File: config.mk
export PLATFORM = sky130hd
export DESIGN_NAME = uart_bus_slave_flat
export DESIGN_NICKNAME = d
export VERILOG_FILES = /design/src/rtl/uart_bus_slave_pkg.sv /design/src/rtl/uart_bus_slave_if.sv /design/src/rtl/uart_bus_slave_fifo.sv /design/src/rtl/uart_bus_slave.sv /design/src/flat_wrapper.sv
export SDC_FILE = /design/constraint.sdc
export NUM_CORES = 1
export LEC_CHECK = 0
export ABC_AREA = 1
export CAP_MARGIN = 30
export CORE_UTILIZATION = 50
export DETAILED_ROUTE_END_ITERATION = 8
export DONT_BUFFER_PORTS = 1
export SYNTH_ARGS = -nofsm -noshare
export SYNTH_HDL_FRONTEND = slang
export SYNTH_HIERARCHICAL = 1
export SYNTH_SLANG_ARGS = --single-unit
File: constraint.sdc
create_clock -name clk -period 4.3 [get_ports clk]
set_clock_uncertainty 0.1 [all_clocks]
set_input_delay 0.645 -clock clk [delete_from_list [all_inputs] [get_ports clk]]
set_output_delay 0.645 -clock clk [all_outputs]
set_load 0.05 [all_outputs]
File: src/rtl/uart_bus_slave_pkg.sv
// rtl/uart_bus_slave_pkg.sv - register map, status bit layout and shared FSM state type
package uart_bus_slave_pkg;

  localparam logic [31:0] UART_DATA_OFFSET   = 32'h0;
  localparam logic [31:0] UART_STATUS_OFFSET = 32'h4;

  localparam int TX_READY  = 0;
  localparam int RX_VALID  = 1;
  localparam int FRAME_ERR = 2;
  localparam int OVERRUN   = 3;

  typedef enum logic [1:0] {
    IDLE,
    START,
    DATA,
    STOP
  } uart_state_t;

  function automatic logic [31:0] status_word(input logic overrun, input logic frame_err,
                                              input logic rx_valid, input logic tx_ready);
    logic [31:0] w;
    w            = '0;
    w[TX_READY]  = tx_ready;
    w[RX_VALID]  = rx_valid;
    w[FRAME_ERR] = frame_err;
    w[OVERRUN]   = overrun;
    return w;
  endfunction

endpackage

File: src/rtl/uart_bus_slave_if.sv
// rtl/uart_bus_slave_if.sv - CPU bus and UART pin interfaces
interface bus_if;
  logic [31:0] address;
  logic        read;
  logic        write;
  logic [31:0] data_wr;
  logic [3:0]  mask;
  logic        stall;
  logic [31:0] data_rd;
  logic [31:0] data_rd_2;

  modport master (output address, read, write, data_wr, mask,
                  input  stall, data_rd, data_rd_2);
  modport slave  (input  address, read, write, data_wr, mask,
                  output stall, data_rd, data_rd_2);
endinterface

interface uart_if;
  logic txd;
  logic rxd;

  modport master (output txd, input rxd);
  modport peer   (input txd, output rxd);
endinterface

File: src/rtl/uart_bus_slave_fifo.sv
// rtl/uart_bus_slave_fifo.sv - synchronous first-word-fall-through FIFO
module uart_fifo #(
  parameter int WIDTH = 8,
  parameter int DEPTH = 16
) (
  input  logic             clk,
  input  logic             rst,
  input  logic             push,
  input  logic             pop,
  input  logic [WIDTH-1:0] din,
  output logic [WIDTH-1:0] dout,
  output logic             full,
  output logic             empty
);
  localparam int AW = $clog2(DEPTH);

  logic [WIDTH-1:0] mem [DEPTH];
  logic [AW:0]      wr_ptr;
  logic [AW:0]      rd_ptr;
  logic             do_push;
  logic             do_pop;

  assign empty   = (wr_ptr == rd_ptr);
  assign full    = (wr_ptr[AW] != rd_ptr[AW]) && (wr_ptr[AW-1:0] == rd_ptr[AW-1:0]);
  assign do_pop  = pop && !empty;
  // A pop in the same cycle frees the slot, so a push at full still lands.
  assign do_push = push && (!full || do_pop);
  assign dout    = mem[rd_ptr[AW-1:0]];

  always_ff @(posedge clk or posedge rst) begin
    if (rst) begin
      wr_ptr <= '0;
      rd_ptr <= '0;
    end else begin
      if (do_push) wr_ptr <= wr_ptr + 1'b1;
      if (do_pop)  rd_ptr <= rd_ptr + 1'b1;
    end
  end

  always_ff @(posedge clk) begin
    if (do_push) mem[wr_ptr[AW-1:0]] <= din;
  end

endmodule

File: src/rtl/uart_bus_slave.sv
// rtl/uart_bus_slave.sv - bus-mapped 8N1 UART with TX/RX FIFOs and sticky error status
module uart_bus_slave
  import uart_bus_slave_pkg::*;
#(
  parameter int CLK_FREQ = 50000000,
  parameter int BAUD     = 115200,
  parameter int DIV      = CLK_FREQ / BAUD,
  parameter int TX_DEPTH = 16,
  parameter int RX_DEPTH = 16
) (
  input logic    clk,
  input logic    rst,
  bus_if.slave   bus,
  uart_if.master uart
);
  localparam int            TW       = $clog2(DIV);
  localparam logic [TW-1:0] BIT_END  = TW'(DIV - 1);
  localparam logic [TW-1:0] HALF_END = TW'(DIV / 2 - 1);

  logic       is_status, rd_req, status_rd, tx_push_req, tx_push, rx_pop;
  logic       tx_full, tx_empty, tx_pop, rx_full, rx_empty, rx_push;
  logic [7:0] tx_dout, rx_dout;
  logic       overrun, frame_err, overrun_evt, frame_err_evt;
  logic [31:0] rd_word;
  logic       unused_bits;

  assign unused_bits = ^{bus.address[31:3], bus.address[1:0], bus.data_wr[31:8], bus.mask[3:1]};

  assign is_status   = (bus.address[2] == UART_STATUS_OFFSET[2]) && (bus.address[2] != UART_DATA_OFFSET[2]);
  assign rd_req      = bus.read && !bus.write;
  assign status_rd   = rd_req && is_status;
  assign rx_pop      = rd_req && !is_status;
  assign tx_push_req = bus.write && !is_status && bus.mask[0];
  assign tx_push     = tx_push_req && !tx_full;

  always_comb begin
    rd_word = '0;
    if (rd_req) begin
      if (is_status) rd_word = status_word(overrun, frame_err, !rx_empty, !tx_full);
      else if (!rx_empty) rd_word = {24'h0, rx_dout};
    end
  end

  assign bus.stall     = tx_push_req && tx_full;
  assign bus.data_rd   = rd_word;
  assign bus.data_rd_2 = '0;

  uart_fifo #(.WIDTH(8), .DEPTH(TX_DEPTH)) u_tx_fifo (
    .clk(clk), .rst(rst), .push(tx_push), .pop(tx_pop), .din(bus.data_wr[7:0]),
    .dout(tx_dout), .full(tx_full), .empty(tx_empty)
  );

  // ---------------- transmitter ----------------
  uart_state_t   tx_state, tx_state_n;
  logic [TW-1:0] tx_timer, tx_timer_n;
  logic [2:0]    tx_bit, tx_bit_n;
  logic [7:0]    tx_shift, tx_shift_n;
  logic          txd_q, txd_n;

  always_ff @(posedge clk or posedge rst) begin
    if (rst) begin
      tx_state <= IDLE;
      tx_timer <= '0;
      tx_bit   <= '0;
      tx_shift <= '0;
      txd_q    <= 1'b1;
    end else begin
      tx_state <= tx_state_n;
      tx_timer <= tx_timer_n;
      tx_bit   <= tx_bit_n;
      tx_shift <= tx_shift_n;
      txd_q    <= txd_n;
    end
  end

  always_comb begin
    tx_state_n = tx_state;
    tx_timer_n = tx_timer + 1'b1;
    tx_bit_n   = tx_bit;
    tx_shift_n = tx_shift;
    tx_pop     = 1'b0;
    case (tx_state)
      IDLE: begin
        tx_timer_n = '0;
        if (!tx_empty) begin
          tx_pop     = 1'b1;
          tx_shift_n = tx_dout;
          tx_bit_n   = '0;
          tx_state_n = START;
        end
      end
      START: if (tx_timer == BIT_END) begin
        tx_timer_n = '0;
        tx_state_n = DATA;
      end
      DATA: if (tx_timer == BIT_END) begin
        tx_timer_n = '0;
        tx_shift_n = tx_shift >> 1;
        tx_bit_n   = tx_bit + 1'b1;
        if (tx_bit == 3'd7) tx_state_n = STOP;
      end
      STOP: if (tx_timer == BIT_END) begin
        tx_timer_n = '0;
        tx_bit_n   = '0;
        // Chain straight into the next start bit so queued bytes leave no idle gap.
        if (!tx_empty) begin
          tx_pop     = 1'b1;
          tx_shift_n = tx_dout;
          tx_state_n = START;
        end else begin
          tx_state_n = IDLE;
        end
      end
      default: tx_state_n = IDLE;
    endcase
    case (tx_state_n)
      START:   txd_n = 1'b0;
      DATA:    txd_n = tx_shift_n[0];
      default: txd_n = 1'b1;
    endcase
  end

  assign uart.txd = txd_q;

  // ---------------- receiver ----------------
  logic [1:0]    rx_sync;
  logic          rx_s;
  uart_state_t   rx_state, rx_state_n;
  logic [TW-1:0] rx_timer, rx_timer_n;
  logic [2:0]    rx_bit, rx_bit_n;
  logic [7:0]    rx_shift, rx_shift_n;
  logic          rx_brk, rx_brk_n;

  assign rx_s = rx_sync[1];

  always_ff @(posedge clk or posedge rst) begin
    if (rst) begin
      rx_sync  <= 2'b11;
      rx_state <= IDLE;
      rx_timer <= '0;
      rx_bit   <= '0;
      rx_shift <= '0;
      rx_brk   <= 1'b0;
    end else begin
      rx_sync  <= {rx_sync[0], uart.rxd};
      rx_state <= rx_state_n;
      rx_timer <= rx_timer_n;
      rx_bit   <= rx_bit_n;
      rx_shift <= rx_shift_n;
      rx_brk   <= rx_brk_n;
    end
  end

  always_comb begin
    rx_state_n    = rx_state;
    rx_timer_n    = rx_timer + 1'b1;
    rx_bit_n      = rx_bit;
    rx_shift_n    = rx_shift;
    rx_brk_n      = rx_brk;
    rx_push       = 1'b0;
    frame_err_evt = 1'b0;
    case (rx_state)
      IDLE: begin
        rx_timer_n = '0;
        if (!rx_s) rx_state_n = START;
      end
      START: if (rx_timer == HALF_END) begin
        rx_timer_n = '0;
        rx_bit_n   = '0;
        rx_state_n = rx_s ? IDLE : DATA;
      end
      DATA: if (rx_timer == BIT_END) begin
        rx_timer_n = '0;
        rx_shift_n = {rx_s, rx_shift[7:1]};
        rx_bit_n   = rx_bit + 1'b1;
        if (rx_bit == 3'd7) rx_state_n = STOP;
      end
      STOP: begin
        // After a bad stop bit the line must return high before hunting for a new start.
        if (rx_brk) begin
          rx_timer_n = '0;
          if (rx_s) begin
            rx_brk_n   = 1'b0;
            rx_state_n = IDLE;
          end
        end else if (rx_timer == BIT_END) begin
          rx_timer_n = '0;
          if (rx_s) begin
            rx_push    = 1'b1;
            rx_state_n = IDLE;
          end else begin
            frame_err_evt = 1'b1;
            rx_brk_n      = 1'b1;
          end
        end
      end
      default: rx_state_n = IDLE;
    endcase
  end

  assign overrun_evt = rx_push && rx_full && !rx_pop;

  uart_fifo #(.WIDTH(8), .DEPTH(RX_DEPTH)) u_rx_fifo (
    .clk(clk), .rst(rst), .push(rx_push), .pop(rx_pop), .din(rx_shift),
    .dout(rx_dout), .full(rx_full), .empty(rx_empty)
  );

  always_ff @(posedge clk or posedge rst) begin
    if (rst) begin
      overrun   <= 1'b0;
      frame_err <= 1'b0;
    end else begin
      overrun   <= overrun_evt   | (overrun   & ~status_rd);
      frame_err <= frame_err_evt | (frame_err & ~status_rd);
    end
  end

endmodule
File: src/flat_wrapper.sv
// flat-port wrapper written by rule: the top's interface ports become plain ports
module uart_bus_slave_flat import uart_bus_slave_pkg::*;
#(
  parameter int CLK_FREQ = 50000000,
  parameter int BAUD     = 115200,
  parameter int DIV      = CLK_FREQ / BAUD,
  parameter int TX_DEPTH = 16,
  parameter int RX_DEPTH = 16
)
  (clk, rst, bus_address, bus_read, bus_write, bus_data_wr, bus_mask, bus_stall, bus_data_rd, bus_data_rd_2, uart_txd, uart_rxd);
  bus_if bus_i ();
  uart_if uart_i ();
  input logic clk;
  input logic rst;
  input wire logic [$bits(bus_i.address)-1:0] bus_address;
  input wire logic [$bits(bus_i.read)-1:0] bus_read;
  input wire logic [$bits(bus_i.write)-1:0] bus_write;
  input wire logic [$bits(bus_i.data_wr)-1:0] bus_data_wr;
  input wire logic [$bits(bus_i.mask)-1:0] bus_mask;
  output wire logic [$bits(bus_i.stall)-1:0] bus_stall;
  output wire logic [$bits(bus_i.data_rd)-1:0] bus_data_rd;
  output wire logic [$bits(bus_i.data_rd_2)-1:0] bus_data_rd_2;
  output wire logic [$bits(uart_i.txd)-1:0] uart_txd;
  input wire logic [$bits(uart_i.rxd)-1:0] uart_rxd;
  assign bus_i.address = bus_address;
  assign bus_i.read = bus_read;
  assign bus_i.write = bus_write;
  assign bus_i.data_wr = bus_data_wr;
  assign bus_i.mask = bus_mask;
  assign bus_stall = bus_i.stall;
  assign bus_data_rd = bus_i.data_rd;
  assign bus_data_rd_2 = bus_i.data_rd_2;
  assign uart_txd = uart_i.txd;
  assign uart_i.rxd = uart_rxd;
  uart_bus_slave #(.CLK_FREQ(CLK_FREQ), .BAUD(BAUD), .DIV(DIV), .TX_DEPTH(TX_DEPTH), .RX_DEPTH(RX_DEPTH)) u_core (.clk(clk), .rst(rst), .bus(bus_i), .uart(uart_i));
endmodule
==> metrics.yaml, run 1 <==
synth-async-reset-ratio_pct: 21.47
cts_buffer_depth: 3
nets: 1541
leakagePower_nw: 6.724
synth-main-ff-cell: "edfxtp_1"
ys_types: 45
r2r_cells: 11
peakVddDrop_v: 0.0003794
totalWireLength_mm: 31.03
intPower_w: 0.005784
grt_overflow: 0
synth_area_per_cell_um2: 10.48
drc_errors: 0
pwr-share-seq_pct: 43.9
die_w_um: 174.9
antenna_found_initial: 0
clock_sinks: 326
placed_area_mm2: 0.01519
dr_total_vias: 9720
cts_resized: 0
hold_class: "in2reg"
cts_hold_buffers: 1
final_design_area_no_fill_mm2: 0.01635
rrSetupSlack_ns: 0.97
hold_end: "u_core/rx_sync[0]"
status: "complete, no violations"
yosysSeqAreaShare_pct: 63.20
grt_pass1_vias: 9391
clk_pin_slew_ns: 0.05
p_sw_share_pct: 29.73
worst_hold_slack_ns: 0.03215
period_minus_slack_ns: 3.758
r2r_start: "u_core/u_tx_fifo/rd_ptr[1]"
drive_gt1_share_pct: 9.407
place_congestion: 0.8491
synth_edf_count: 256
detail_route.iter0.violations: 737
cpPeakStageDelay_ns: 0.60
htreeDepth: 2
hp-start: "uart_rxd"
via_per_inst: 5.251
cts_tree: "done"
path_class: "reg2out"
cp-start-kind: "register"
cp_top_family: "compound AO/OA/AOI/OAI gates"
die_h_um: 174.9
cts_buffers: 36
final.period_utilization_pct: 87.38
worst_slew_pin_slew_ns: 0.9632
cts_root_buf: "clkbuf_16"
rsz0062_at_grt: "no"
hpwl_mm: 19.54
crit_chain: "buf_4 > nor2_1 > nor2_1 > o21ai_0 > o211ai_1 > nand3_1 > nand2_1 > nand3_1 > o21ai_1"
required_ns: 3.56
power_frac_clock_pct: 36.2
num_rows: 62
report.final.setup_viol: 0
fmax_mhz: 266.1
clkLatencyLatePin_ns: 0.52
wl_per_cell_um: 16.77
worstPathArrival_ns: 3.01
cp_slowest_cell: "dfrtp_2"
p_sw_w: 0.002448
syn_inst: 1426
p_comb_share_pct: 19.8
worstSetupStartpoint: "u_core/u_rx_fifo/rd_ptr[0]"
initial_core_util_pct: 51.50
path_buf_inv: 1
area_growth_pct: 9.413
drt_pass1_iterations: 5
power_density_mw_per_mm2: 503.6
track_usage_pct: 20.85
postRouteAntennaNets: 0
ioPinCount: 139
finalSetupTns_ns: 0
maxSlewViolCount: 0
synth_area_mm2: 0.01494
ys_warn_count: 6
die-area_mm2: 0.03058
ys_ff_latch: 326
hold_violations: 0
grt_pass1_wl_mm: 49.67
diodes: 0
cp_max_fo: 48
critPathCaptureType: "output pin"
grt_max_degree: 66
hold_depth: 0
core_area_mm2: 0.02901
rr_endpoint: "u_core/u_tx_fifo/mem[1][0]"
max_slew_margin_pct: 35.36
drv_cap: 0
cts_setup_buffers: 0
numPortBuffers: 0
## worst max path at each step
stage                                      end  depth (start not counted)
floorplan                            bus_stall                          9
global placement    u_core/u_tx_fifo/mem[1][5]                         11
detailed placement  u_core/u_tx_fifo/mem[1][5]                         11
CTS                             bus_data_rd[2]                          9
global route                    bus_data_rd[2]                          9
finish                          bus_data_rd[2]                          9
## worst register-to-register path: cells and delay by family, from the launching register on
kind,cells,cell delay (ns)
simple gates,8,1.82
buf+inv,3,0.68
flops,1,0.36
## per-layer routing
metal  GRT usage [%]  wire (µm)
met1           28.09      13800
met3           2.937       1346
met4           8.587       1141
met5               0          0
met2           34.06      14750
## metrics by stage
stage                     std cells  util (%)  setup WS [ns]  total power [W]
after floorplan                1481         -          1.030         0.004980
after global placement         1788     52.34         0.9725         0.005290
after detailed placement       1788     52.34         0.9398         0.005318
after CTS                      1851     56.34         0.5181         0.008310
after global routing           1851     56.34         0.3124         0.008657
final                          1851     56.34         0.5425         0.008232
## cells in the mapped netlist (2+ instances only)
| cell type | number | area, µm² |
|---|---|---|
| buf_2 | 24 | 120.1 |
| nand3_1 | 49 | 245.2 |
| xor2_1 | 11 | 96.34 |
| xnor2_1 | 10 | 87.58 |
| nand2_4 | 3 | 33.78 |
| o211ai_1 | 32 | 240.2 |
| nor4_1 | 2 | 12.51 |
| a21oi_1 | 8 | 40.04 |
| a32o_1 | 3 | 30.03 |
| nand4_4 | 2 | 42.54 |
| nand4_1 | 4 | 25.02 |
| inv_2 | 9 | 33.78 |
| clkbuf_1 | 20 | 75.07 |
| o22ai_1 | 23 | 143.9 |
| nor3_1 | 7 | 35.03 |
| clkinv_1 | 2 | 7.510 |
| nand2_2 | 16 | 100.1 |
| nor2_1 | 252 | 945.9 |
| buf_6 | 3 | 33.78 |
| nor2_4 | 6 | 67.56 |
| nand3b_1 | 2 | 15.01 |
| dfstp_2 | 3 | 78.83 |
| or2_2 | 2 | 12.51 |
| ha_1 | 25 | 312.8 |
| a22oi_1 | 6 | 45.04 |
| o21ai_0 | 157 | 785.8 |
| dfrtp_1 | 67 | 1677 |
| buf_4 | 62 | 465.5 |
| nand2_1 | 252 | 945.9 |
| nor2_2 | 4 | 25.02 |
| o21ai_1 | 7 | 35.03 |
| inv_1 | 85 | 319.1 |
| edfxtp_1 | 256 | 7687 |
## power groups by stage
stage	sequential [W]	clock [W]	combinational, W
after global routing	0.00363	0.00316	0.00187
after global placement	0.00368	0	0.00161
final	0.00362	0.00298	0.00163
after CTS	0.00362	0.00305	0.00164
after detailed placement	0.00368	0	0.00164
after floorplan	0.00365	0	0.00133
## logic make-up (layout without fill, tap and decap cells)
group / Yosys count / count (layout) / share of synthesized area (%)
AOI/OAI and AO/OA: 241 / 241 / 9.187
buffers and inverters: 206 / 192 / 7.085
DFF: 326 / 326 / 63.20
xor gates and xnor gates: 21 / 21 / 1.231
and+or+nand+nor: 606 / 606 / 17.18
other: 1 / 56 / 0.02510
adders and majority gates: 25 / 25 / 2.094
## final cells by class
| type | count | area [µm²] |
|---|---|---|
| Clock inverter | 16 | 170.2 |
| Inverter | 96 | 360.3 |
| Timing Repair Buffer | 34 | 257.7 |
| Multi-Input combinational cell | 949 | 4652 |
| Clock buffer | 46 | 980.9 |
| Tap cell | 384 | 480.5 |
| Fill cell | 2528 | 12670 |
| Sequential cell | 326 | 9445 |
## flip-flops by register name, summed over array words and instances, names as in the netlist, 8 cells and up, named ones only
register,cells
u_core/tx_timer,9
u_core/rx_shift,8
u_core/u_rx_fifo/mem,128
u_core/rx_timer,9
u_core/u_tx_fifo/mem,128
u_core/tx_shift,8
## cell usage in the layout, fill, tap and decap left out, drive strengths merged, types with 10 or more instances in the layout
master	count
xnor2	10
nand2	271
conb	56
edfxtp	256
clkinv	13
nor2	263
ha	25
xor2	11
o211ai	32
nand3	49
dfrtp	67
inv	95
o21ai	166
clkbuf	46
buf	33
o22ai	23
Note: power is estimated with default switching activity, not from simulation.
==> run 2, diff against run 1 <==
--- a/config.mk
+++ b/config.mk
@@ -7,9 +7,13 @@
 export LEC_CHECK = 0
 export ABC_AREA = 1
 export CAP_MARGIN = 30
-export CORE_UTILIZATION = 50
+export CELL_PAD_IN_SITES_DETAIL_PLACEMENT = 1
+export CELL_PAD_IN_SITES_GLOBAL_PLACEMENT = 2
+export CORE_UTILIZATION = 45
 export DETAILED_ROUTE_END_ITERATION = 8
 export DONT_BUFFER_PORTS = 1
+export HOLD_SLACK_MARGIN = 0.15
+export PLACE_DENSITY_LB_ADDON = 0.1
 export SYNTH_ARGS = -nofsm -noshare
 export SYNTH_HDL_FRONTEND = slang
 export SYNTH_HIERARCHICAL = 1
==> constraint.sdc (replaced) <==
create_clock -name clk -period 4.3 [get_ports clk]
set_clock_uncertainty 0.1 [all_clocks]
set_input_delay 0.86 -clock clk [delete_from_list [all_inputs] [get_ports clk]]
set_output_delay 0.86 -clock clk [all_outputs]
set_load 0.05 [all_outputs]
==> metrics.yaml, run 2 (synthesized netlist as in run 1, its figures left out) <==
die_w_um: 184.2
cts_buffers: 37
worstPathArrival_ns: 2.94
met1_length_mm: 15.02
path_buf_inv: 4
clk_pin_slew_ns: 0.06
num_rows: 66
ioPinCount: 139
clock_sinks: 326
drc_errors: 0
instances_no_fill: 1913
detail_route.iter0.violations: 495
dr.max_layer_used: "met4"
worst-path-stages: 10
cp_slowest_cell: "dfrtp_2"
cts_hold_buffers: 1
dp.cells: 1847
area_growth_pct: 10.40
final_common_cell: "edfxtp_1"
fillers: 3536
wl_met2_mm: 17.84
htreeDepth: 2
track_usage_pct: 20.90
period_minus_slack_ns: 3.899
place_congestion: 0.7519
grt_pass1_vias: 9981
register_area_mm2: 0.009445
via_per_inst: 5.071
hold_violations: 0
grt_overflow: 0
clkLatencyLatePin_ns: 0.52
required_ns: 3.34
peakVddDrop_v: 0.0004531
rsz0062_at_grt: "no"
cts_tree: "done"
cpPeakStageDelay_ns: 0.71
critPathCaptureType: "output pin"
postRouteAntennaNets: 0
core_area_mm2: 0.03262
dr_wl_met3_um: 929
drv_cap: 0
report.final.setup_viol: 0
hold_depth: 0
cts_setup_buffers: 0
maxSlewViolCount: 0
nets: 1543
die_h_um: 184.2
cts_buffer_depth: 3
cp_top_family: "simple AND/OR/NAND/NOR gates"
hpwl_mm: 22.80
totalWireLength_mm: 34.41
cts_root_buf: "clkbuf_16"
worst_slew_pin_slew_ns: 1.014
dr_total_vias: 9701
fmax_mhz: 256.5
grt_max_degree: 66
multi_input_area_mm2: 0.004652
status: "complete, no violations"
drt_pass1_iterations: 4
wl_per_cell_um: 17.99
power_density_mw_per_mm2: 509.6
cp_max_fo: 30
leakagePower_nw: 6.761
cts_resized: 0
antenna_found_initial: 0
numPortBuffers: 0
die-area_mm2: 0.03393
cp-start-kind: "register"
finalSetupTns_ns: 0
r2r_cells: 11
diodes: 0
final.period_utilization_pct: 90.67
grt_pass1_wl_mm: 54.57
crit_chain: "buf_4 > nand2_1 > nand2_1 > nor2_2 > nand3_1 > inv_1 > inv_1 > nand3_1 > nor2_1 > buf_4"
mostFrequentLayoutCells: "256 x edfxtp_1, 252 x nand2_1, 252 x nor2_1, 155 x o21ai_0, 84 x inv_1"
max_slew_margin_pct: 32.17
initial_core_util_pct: 45.80
drive_gt1_share_pct: 9.517
path_class: "reg2out"
hold_class: "in2reg"
[run 2: changes by cell type in the layout (fill, tap and decap cells not counted)]
cell / before / now
buf_12: 0 / 2
clkinv_1: 7 / 9
buf_4: 33 / 32
bufinv_16: 3 / 4
clkbuf_8: 0 / 1
inv_6: 1 / 0
[run 2: layout make-up]
cell class                 instances  area share (%)
multi-input combinational        949           28.20
clock inverter                    18           1.206
tap                              442           3.353
sequential                       326           57.26
inverter                          96           2.185
timing repair buffer              35           1.760
clock buffer                      47           6.030
[run 2: power by group]
group / leakage [nW] / total, W / internal [W] / switching, W
Sequential: 3.57 / 0.00362 / 0.00350 / 0.000121
Clock: 0.579 / 0.00310 / 0.00188 / 0.00122
Combinational: 2.61 / 0.00169 / 0.000492 / 0.00119
[run 2: routing by layer]
layer  vias to the layer above  track usage (%)
met5                         -                0
met2                        97            38.09
met4                         0            5.033
met1                      4794            26.06
met3                        48            2.885
li1                       4762                -
[run 2: worst paths after layout]
check | slack, ns | start | endpoint
max in group asynchronous | 2.79 | rst | u_core/uart.txd
min reg2reg | 0.26 | u_core/rx_sync[0] | u_core/rx_sync[1]
max reg2reg | 0.77 | u_core/u_tx_fifo/rd_ptr[1] | u_core/u_tx_fifo/mem[10][6]
min | 0.25 | uart_rxd | u_core/rx_sync[0]
min in group asynchronous | 0.72 | rst | u_core/frame_err
max | 0.40 | u_core/u_rx_fifo/rd_ptr[0] | bus_data_rd[4]
[run 2: through the flow]
stage	hold WS (ns)	area [µm²]	total power, W	worst slack (ns)	utilization [%]
final	0.2488	16490	0.008406	0.4010	50.57
after global routing	0.2294	16490	0.008848	0.1962	50.57
after CTS	0.2253	16490	0.008520	0.3604	50.57
after detailed placement	0.2504	15290	0.005390	0.7330	46.88
after global placement	0.2474	15270	0.005349	0.8062	46.82
after floorplan	0.2452	15150	0.004980	0.8147	-
==> run 3, diff against run 2 <==
--- a/config.mk
+++ b/config.mk
@@ -9,7 +9,7 @@
 export CAP_MARGIN = 30
 export CELL_PAD_IN_SITES_DETAIL_PLACEMENT = 1
 export CELL_PAD_IN_SITES_GLOBAL_PLACEMENT = 2
-export CORE_UTILIZATION = 45
+export CORE_UTILIZATION = 38
 export DETAILED_ROUTE_END_ITERATION = 8
 export DONT_BUFFER_PORTS = 1
 export HOLD_SLACK_MARGIN = 0.15
==> constraint.sdc (replaced) <==
create_clock -name clk -period 3.35 [get_ports clk]
set_clock_uncertainty 0.1 [all_clocks]
set_input_delay 0.67 -clock clk [delete_from_list [all_inputs] [get_ports clk]]
set_output_delay 0.67 -clock clk [all_outputs]
set_load 0.05 [all_outputs]
==> metrics.yaml, run 3 (synthesized netlist as in run 1, its figures left out) <==
status: "complete, no violations"
diodes: 0
max_slew_margin_pct: 47.95
worst_slew_pin_slew_ns: 0.7807
leakagePower_nw: 6.999
clkLatencyLatePin_ns: 0.54
drive_gt1_share_pct: 11.88
wl_per_cell_um: 18.68
drv_cap: 0
num_rows: 72
hpwl_mm: 23.67
grt_pass1_vias: 10416
area_growth_pct: 14.01
clk_pin_slew_ns: 0.06
cts_buffers: 38
period_minus_slack_ns: 3.174
cts_tree: "done"
final_core_util_pct: 43.97
cp-start-kind: "register"
r2r_cells: 11
mostFrequentLayoutCells: "256 x edfxtp_1, 252 x nand2_1, 250 x nor2_1, 153 x o21ai_0, 83 x inv_1"
rsz0062_at_grt: "no"
cts_root_buf: "clkbuf_16"
numPortBuffers: 0
report.final.setup_viol: 0
core_area_mm2: 0.03874
track_usage_pct: 18.97
htreeDepth: 2
power_density_mw_per_mm2: 634.8
drc_errors: 0
finalSetupTns_ns: 0
postRouteAntennaNets: 0
grt_max_degree: 69
drt_pass1_iterations: 4
worst_hold_slack_ns: 0.2540
peakVddDrop_v: 0.0004686
place_ws_ns: 0.4625
grt_pass1_wl_mm: 59.48
critPathCaptureType: "output pin"
final_common_cell: "edfxtp_1"
die_w_um: 200.3
path_class: "reg2out"
cts_buffer_depth: 3
antenna_found_initial: 0
power.total_w: 0.01081
via_per_inst: 4.906
die_h_um: 200.3
ioPinCount: 139
detail_route.iter0.violations: 559
nets: 1584
hold_depth: 0
final.period_utilization_pct: 94.76
cp_max_fo: 17
required_ns: 2.58
fmax_mhz: 315.0
hold_violations: 0
die-area_mm2: 0.04011
place_congestion: 0.7379
grt_overflow: 0
initial_core_util_pct: 38.57
dr_total_vias: 9973
totalWireLength_mm: 37.97
layout_setup_ws_ns: 0.1757
hold_class: "reg2reg"
clock_sinks: 326
maxSlewViolCount: 0
worstPathArrival_ns: 2.40
rrSetupSlack_ns: 0.49
-- run 3: worst max-delay path, cell delays in order (launching register included) --
cell	delay (ns)
dfrtp_2	0.47
buf_4	0.18
clkbuf_16	0.19
nor2_1	0.11
nor2_1	0.04
o21ai_0	0.09
o211ai_1	0.12
nand3_1	0.10
nand2_1	0.08
a32o_1	0.28
buf_4	0.19
-- run 3: per-stage QoR --
stage / cell area (µm²) / cells
finish: 17030 / 2033
floorplan: 15150 / 1481
detailed placement: 15600 / 1948
global placement: 15600 / 1948
global route: 17030 / 2033
CTS: 16890 / 2027
-- run 3: final cells by class --
type,count,area [µm²]
clock buffer,53,1079
clock inverter,16,100.1
fill,4279,21700
inverter,96,367.9
multi-input combinational,949,4669
sequential,326,9448
tap,518,648.1
timing repair buffer,75,721.9
-- run 3: worst paths after layout --
kind	startpoint	endpoint
max in group asynchronous	rst	u_core/uart.txd
hold reg to reg	u_core/rx_sync[0]	u_core/rx_sync[1]
hold / removal	u_core/rx_sync[0]	u_core/rx_sync[1]
setup reg to reg	u_core/tx_state[1]	u_core/u_tx_fifo/mem[5][5]
min in group asynchronous	rst	u_core/overrun
setup / recovery	u_core/u_rx_fifo/rd_ptr[0]	bus_data_rd[3]
-- run 3: repair_timing --
item	in CTS	in global routing
hold endpoints to repair	164	0
gates cloned	0	4
hold buffers	10	0
setup endpoints to repair	7	9
resized for setup	4	15
buffers inserted	0	2
-- run 3: report_power, final --
part	internal (W)	total [W]	switching [W]
Clock	0.00232	0.00391	0.00160
Sequential	0.00450	0.00464	0.000145
Combinational	0.000649	0.00226	0.00161
Total	0.00746	0.0108	0.00335
-- run 3: routing by layer --
metal  up-vias  global-route usage [%]  wire, µm
met3        46                   3.319      1149
met5         -                       0         0
met1      4963                   24.27     17070
met2       101                   33.11     19060
li1       4863                       -         -
met4         0                   4.907       692
